$ cat src/rtl/display_pkg.sv
// Shared types and constants for the seven-segment display feeder.
// Holds the FSM state encoding and the decimal-range helper.
package display_pkg;

   typedef enum logic [1:0] {
      IDLE,
      SHIFT,
      WRITE,
      DONE
   } state_t;

   localparam int DIGITS_DEF = 8;
   localparam int BCD_W      = 4;

   function automatic longint max_dec(input int digits);
      longint r;
      r = 1;
      for (int i = 0; i < digits; i++) begin
         r = r * 10;
      end
      return r - 1;
   endfunction

   localparam longint MAX_DEC = max_dec(DIGITS_DEF);

endpackage

$ cat src/rtl/bcd_add3_stage.sv
// Double-dabble nibble correction: add 3 to any digit of 5 or more.
// Purely combinational, one BCD nibble.
module bcd_add3_stage (
   input  logic [3:0] in,
   output logic [3:0] out
);

   assign out = (in >= 4'd5) ? in + 4'd3 : in;

endmodule

$ cat src/rtl/bin2bcd_digit_writer.sv
// Sequential binary-to-BCD converter that streams its digits into the
// display digit store as one write strobe per digit, LSD first.
module bin2bcd_digit_writer
   import display_pkg::*;
#(
   parameter int BIN_W  = 27,
   parameter int DIGITS = DIGITS_DEF,
   parameter int SEL_W  = $clog2(DIGITS)
) (
   input  logic             clk,
   input  logic             reset,
   input  logic             start,
   input  logic [BIN_W-1:0] bin_in,
   output logic             busy,
   output logic             done,
   output logic             overflow,
   output logic             write,
   output logic [3:0]       num,
   output logic [SEL_W-1:0] sel
);

   localparam int BCD_TOT = BCD_W * DIGITS;
   localparam int CNT_W   = $clog2(BIN_W);
   localparam logic [BIN_W-1:0] MAX_VAL = BIN_W'(max_dec(DIGITS));

   generate
      if (max_dec(DIGITS) >= (longint'(1) << BIN_W)) begin : g_range_chk
         $error("bin2bcd_digit_writer: 10^DIGITS-1 does not fit in BIN_W");
      end
   endgenerate

   state_t               state_q, state_d;
   logic [BIN_W-1:0]     bin_q, bin_d;
   logic [BCD_TOT-1:0]   bcd_q, bcd_d;
   logic [BCD_TOT-1:0]   bcd_adj;
   logic [CNT_W-1:0]     cnt_q, cnt_d;
   logic [SEL_W-1:0]     dig_q, dig_d;
   logic                 busy_d, done_d, ovf_d, write_d;
   logic [3:0]           num_d;
   logic [SEL_W-1:0]     sel_d;

   genvar g;
   generate
      for (g = 0; g < DIGITS; g++) begin : g_add3
         bcd_add3_stage u_add3 (
            .in  (bcd_q[g*BCD_W +: BCD_W]),
            .out (bcd_adj[g*BCD_W +: BCD_W])
         );
      end
   endgenerate

   always_comb begin
      state_d = state_q;
      bin_d   = bin_q;
      bcd_d   = bcd_q;
      cnt_d   = cnt_q;
      dig_d   = dig_q;
      busy_d  = busy;
      done_d  = 1'b0;
      ovf_d   = overflow;
      write_d = 1'b0;
      num_d   = num;
      sel_d   = sel;
      unique case (state_q)
         IDLE: begin
            if (start) begin
               bin_d   = bin_in;
               bcd_d   = '0;
               ovf_d   = (bin_in > MAX_VAL);
               cnt_d   = CNT_W'(BIN_W - 1);
               busy_d  = 1'b1;
               state_d = SHIFT;
            end
         end
         SHIFT: begin
            {bcd_d, bin_d} = {bcd_adj, bin_q} << 1;
            if (cnt_q == '0) begin
               dig_d   = '0;
               state_d = WRITE;
            end else begin
               cnt_d = cnt_q - 1'b1;
            end
         end
         WRITE: begin
            write_d = 1'b1;
            sel_d   = dig_q;
            num_d   = overflow ? 4'hF : bcd_q[dig_q*BCD_W +: BCD_W];
            // Index saturates at the last digit; DONE follows.
            if (dig_q == SEL_W'(DIGITS - 1)) begin
               state_d = DONE;
            end else begin
               dig_d = dig_q + 1'b1;
            end
         end
         DONE: begin
            done_d  = 1'b1;
            busy_d  = 1'b0;
            state_d = IDLE;
         end
         default: state_d = IDLE;
      endcase
   end

   always_ff @(posedge clk) begin
      if (!reset) begin
         state_q  <= IDLE;
         bin_q    <= '0;
         bcd_q    <= '0;
         cnt_q    <= '0;
         dig_q    <= '0;
         busy     <= 1'b0;
         done     <= 1'b0;
         overflow <= 1'b0;
         write    <= 1'b0;
         num      <= 4'd0;
         sel      <= '0;
      end else begin
         state_q  <= state_d;
         bin_q    <= bin_d;
         bcd_q    <= bcd_d;
         cnt_q    <= cnt_d;
         dig_q    <= dig_d;
         busy     <= busy_d;
         done     <= done_d;
         overflow <= ovf_d;
         write    <= write_d;
         num      <= num_d;
         sel      <= sel_d;
      end
   end

endmodule

$ cat config.mk
export PLATFORM = sky130hd
export DESIGN_NAME = bin2bcd_digit_writer
export DESIGN_NICKNAME = d
export VERILOG_FILES = /design/src/rtl/display_pkg.sv /design/src/rtl/bcd_add3_stage.sv /design/src/rtl/bin2bcd_digit_writer.sv
export SDC_FILE = /design/constraint.sdc
export NUM_CORES = 1
export LEC_CHECK = 0
export CORE_UTILIZATION = 30
export CTS_CLUSTER_DIAMETER = 30
export DETAILED_ROUTE_END_ITERATION = 16
export SLEW_MARGIN = 20
export SYNTH_ARGS = -nofsm -noshare
export SYNTH_HDL_FRONTEND = slang
export SYNTH_SLANG_ARGS = --single-unit
$ cat constraint.sdc
create_clock -name clk -period 1.62 [get_ports clk]
set_input_delay 0.162 -clock clk [delete_from_list [all_inputs] [get_ports clk]]
set_output_delay 0.162 -clock clk [all_outputs]
set_load 0.01 [all_outputs]
==> flow_metrics.env <==
export IMPL_dp_hpwl_mm=7.353
export IMPL_irDropWorstVdd_uv=870.9
export IMPL_rsz0062_at_grt="true"
export IMPL_relSlewSlack_pct=76.87
export IMPL_first_pass_iters=4
export IMPL_remaining_drc_errors=0
export IMPL_clkLatencyLatePin_ns=0.34
export IMPL_regArea_um2=1618
export IMPL_grt_pass1_vias=3613
export IMPL_wl_mm=10.84
export IMPL_finalClockSkew_ns=0.007401
export IMPL_power_density_nw_per_um2=1472
export IMPL_htree_levels=3
export IMPL_endpoint_kind="flip-flop"
export IMPL_drt_iter0_markers=156
export IMPL_area_growth_pct=35.71
export IMPL_start_kind="flip-flop"
export IMPL_layout_common_cells="71 x dfxtp_1, 51 x nand2_1, 39 x clkdlybuf4s50_1, 38 x buf_4, 34 x mux2i_1"
export IMPL_required_ns=1.85
export IMPL_via_per_inst=5.006
export IMPL_place_port_buffers=40
export IMPL_die_x_um=122.0
export IMPL_cts_buffer_depth=2
export IMPL_wl_per_cell_um=15.26
export IMPL_postRouteAntennaNets=0
export IMPL_antenna_found_initial=0
export IMPL_crit_type="flip-flop to flip-flop"
export IMPL_grtUsageMet2_pct=25.71
export IMPL_min_path_type="primary input to flip-flop"
export IMPL_crit_fanout=4
export IMPL_layout_commonest_cell="dfxtp_1"
export IMPL_syn_avg_cell_area_um2=9.508
export IMPL_maxCapViolCount=0
export IMPL_gr_usage_met3_pct=3.371
export IMPL_ys_seq_elements=80
export IMPL_die_h_um=122.0
export IMPL_grt_pass1_wl_mm=17.48
export IMPL_tritoncts="yes"
export IMPL_top_usage_layer="met2"
export IMPL_die_area_um2=14870
export IMPL_netlist_area_um2=4317
export IMPL_synth_fp_nets=507
export IMPL_synth_cell_types=36
export IMPL_layout_drive_gt1_share_pct=25.28
export IMPL_track_usage_pct=15.07
export IMPL_num_vias=3554
export IMPL_outcome="finished, violations left"
export IMPL_synth_warnings=0
export IMPL_slew_viol_final=0
export IMPL_hold_viol_final=0
export IMPL_multiInputGateArea_um2=2721
export IMPL_use_met1_pct=18.86
export IMPL_violations="setup timing"
export IMPL_worst_slack_ns=-0.1673
export IMPL_clk_pin_slew_ns=0.06
export IMPL_io_pins=41
export IMPL_num_nets_final=579
export IMPL_r2r_cells=6
export IMPL_std_cell_rows=43
export IMPL_initial_core_util_pct=30.98
export IMPL_root_buffer="clkbuf_16"
export IMPL_nFillCells=1347
export IMPL_p_total_w=0.008623
export IMPL_min_period_over_period_pct=110.3
export IMPL_fin_cells=710
export IMPL_globalplace_congestion=0.7891
export IMPL_fmax_mhz=559.5
export IMPL_setup_viol=5
export IMPL_whs_path_depth=2
export IMPL_grt_max_degree=52
export IMPL_n_antenna_cell=0
export IMPL_numCtsBuffers=9
export IMPL_overflow=0
export IMPL_syn_inst=454
export IMPL_leakage_nw=2.364
export IMPL_worst_pin_slew_ns=0.3469
export IMPL_dp_cells=687
export IMPL_seq_area_frac_synth_pct=37.10
export IMPL_critPathArrivalTime_ns=2.02
export IMPL_cts_sinks=80
export IMPL_period_minus_slack_ns=1.787
export IMPL_coreArea_um2=13930
==> state kept, by name, summed over array words and instances, names as in the netlist <==
signal    count
overflow      1
write         1
sel           3
busy          1
state_q       2
done          1
bin_q        27
cnt_q         5
dig_q         3
bcd_q        32
num           4
==> cells in the mapped netlist <==
cell | count | area share, %
nor2_1 | 15 | 1.3
a21boi_0 | 7 | 1.2
clkbuf_1 | 20 | 1.7
and2_1 | 7 | 1.0
a22oi_1 | 4 | 0.70
nand3_1 | 6 | 0.70
dfxtp_1 | 80 | 37
buf_2 | 7 | 0.81
ha_1 | 23 | 6.7
nand4_1 | 2 | 0.29
nand2b_1 | 10 | 1.4
a311oi_1 | 1 | 0.20
nor3b_1 | 2 | 0.35
o2bb2ai_1 | 2 | 0.41
nor3_1 | 9 | 1.0
nor4_1 | 1 | 0.15
a211o_1 | 1 | 0.20
nand2_1 | 51 | 4.4
o211a_1 | 27 | 6.3
nor2b_1 | 14 | 2.0
a221oi_2 | 1 | 0.35
a21oi_1 | 12 | 1.4
or4b_4 | 1 | 0.32
inv_1 | 22 | 1.9
o21a_1 | 9 | 1.6
mux4_2 | 8 | 4.2
o221a_2 | 4 | 1.0
o31a_1 | 3 | 0.61
or4_1 | 1 | 0.17
xor2_1 | 7 | 1.4
mux2i_1 | 35 | 8.1
nor4b_1 | 7 | 1.4
a211oi_4 | 1 | 0.46
xnor2_1 | 8 | 1.6
mux2_2 | 14 | 3.7
o21ai_0 | 32 | 3.7
==> area by class of cell <==
type	count	share of cell area, %
well taps	180	3.845
clock inverters	6	2.264
inverters	22	1.452
repair buffers	88	14.52
multi-input cells	325	46.45
clock buffers	9	3.845
flip-flops and latches	80	27.62
==> cell families (layout without fill, tap and decap cells) <==
family | Yosys count | count (layout) | share of synthesized area (%)
adders and majority gates | 23 | 23 | 6.667
AOI/OAI and AO/OA | 104 | 104 | 18.12
xor gates and xnor gates | 15 | 15 | 3.044
buffers and inverters | 49 | 125 | 4.464
and+or+nand+nor | 126 | 126 | 14.67
DFF | 80 | 80 | 37.10
muxes | 57 | 57 | 15.94
==> worst max-delay path, cell delays in order, from the launching register on <==
cell and delay (ns):
dfxtp_2 0.32, inv_2 0.07, ha_4 0.13, or4b_4 0.52, a211oi_4 0.32, mux2i_1 0.26, nor2b_1 0.06
==> final timing paths <==
kind              startpoint        end  slack [ns]
setup / recovery    cnt_q[0]   dig_q[0]       -0.17
hold / removal         reset   cnt_q[1]        0.24
setup reg to reg    cnt_q[0]   dig_q[0]       -0.17
hold reg to reg    bcd_q[29]  bcd_q[29]        0.48
==> per-layer routing <==
metal / wire [um] / up-vias
met5: 0 / -
met2: 5383 / 62
met4: 141 / 0
met3: 397 / 14
li1: - / 1758
met1: 4915 / 1720
==> per-stage QoR <==
stage	hold WS, ns	area [um^2]	setup slack (ns)	util [%]	TNS (ns)
floorplan	0.3327	4357	-0.03143	-	-0.1239
finish	0.2392	5858	-0.1673	42.04	-0.5373
CTS	0.2424	5673	-0.1212	40.71	-0.5209
global placement	0.4787	5213	-0.07987	37.41	-0.3971
detailed placement	0.4862	5213	-0.1168	37.41	-1.161
global route	0.2634	5858	-0.2511	42.04	-1.013
==> power by group <==
group          switching, W  internal (W)  leakage [nW]
clock network      0.000815       0.00165         0.171
registers          0.000242       0.00239         0.657
logic               0.00172       0.00181          1.53
==> what timing repair did <==
action                                  in CTS  in global routing
endpoints found under the setup margin      48                 61
hold buffers                                 0                  0
resized for setup                           15                 46
buffers inserted                             3                  4
pin swaps                                    1                  3
cloned                                       1                  1
Power figures use the tool's default switching activity.
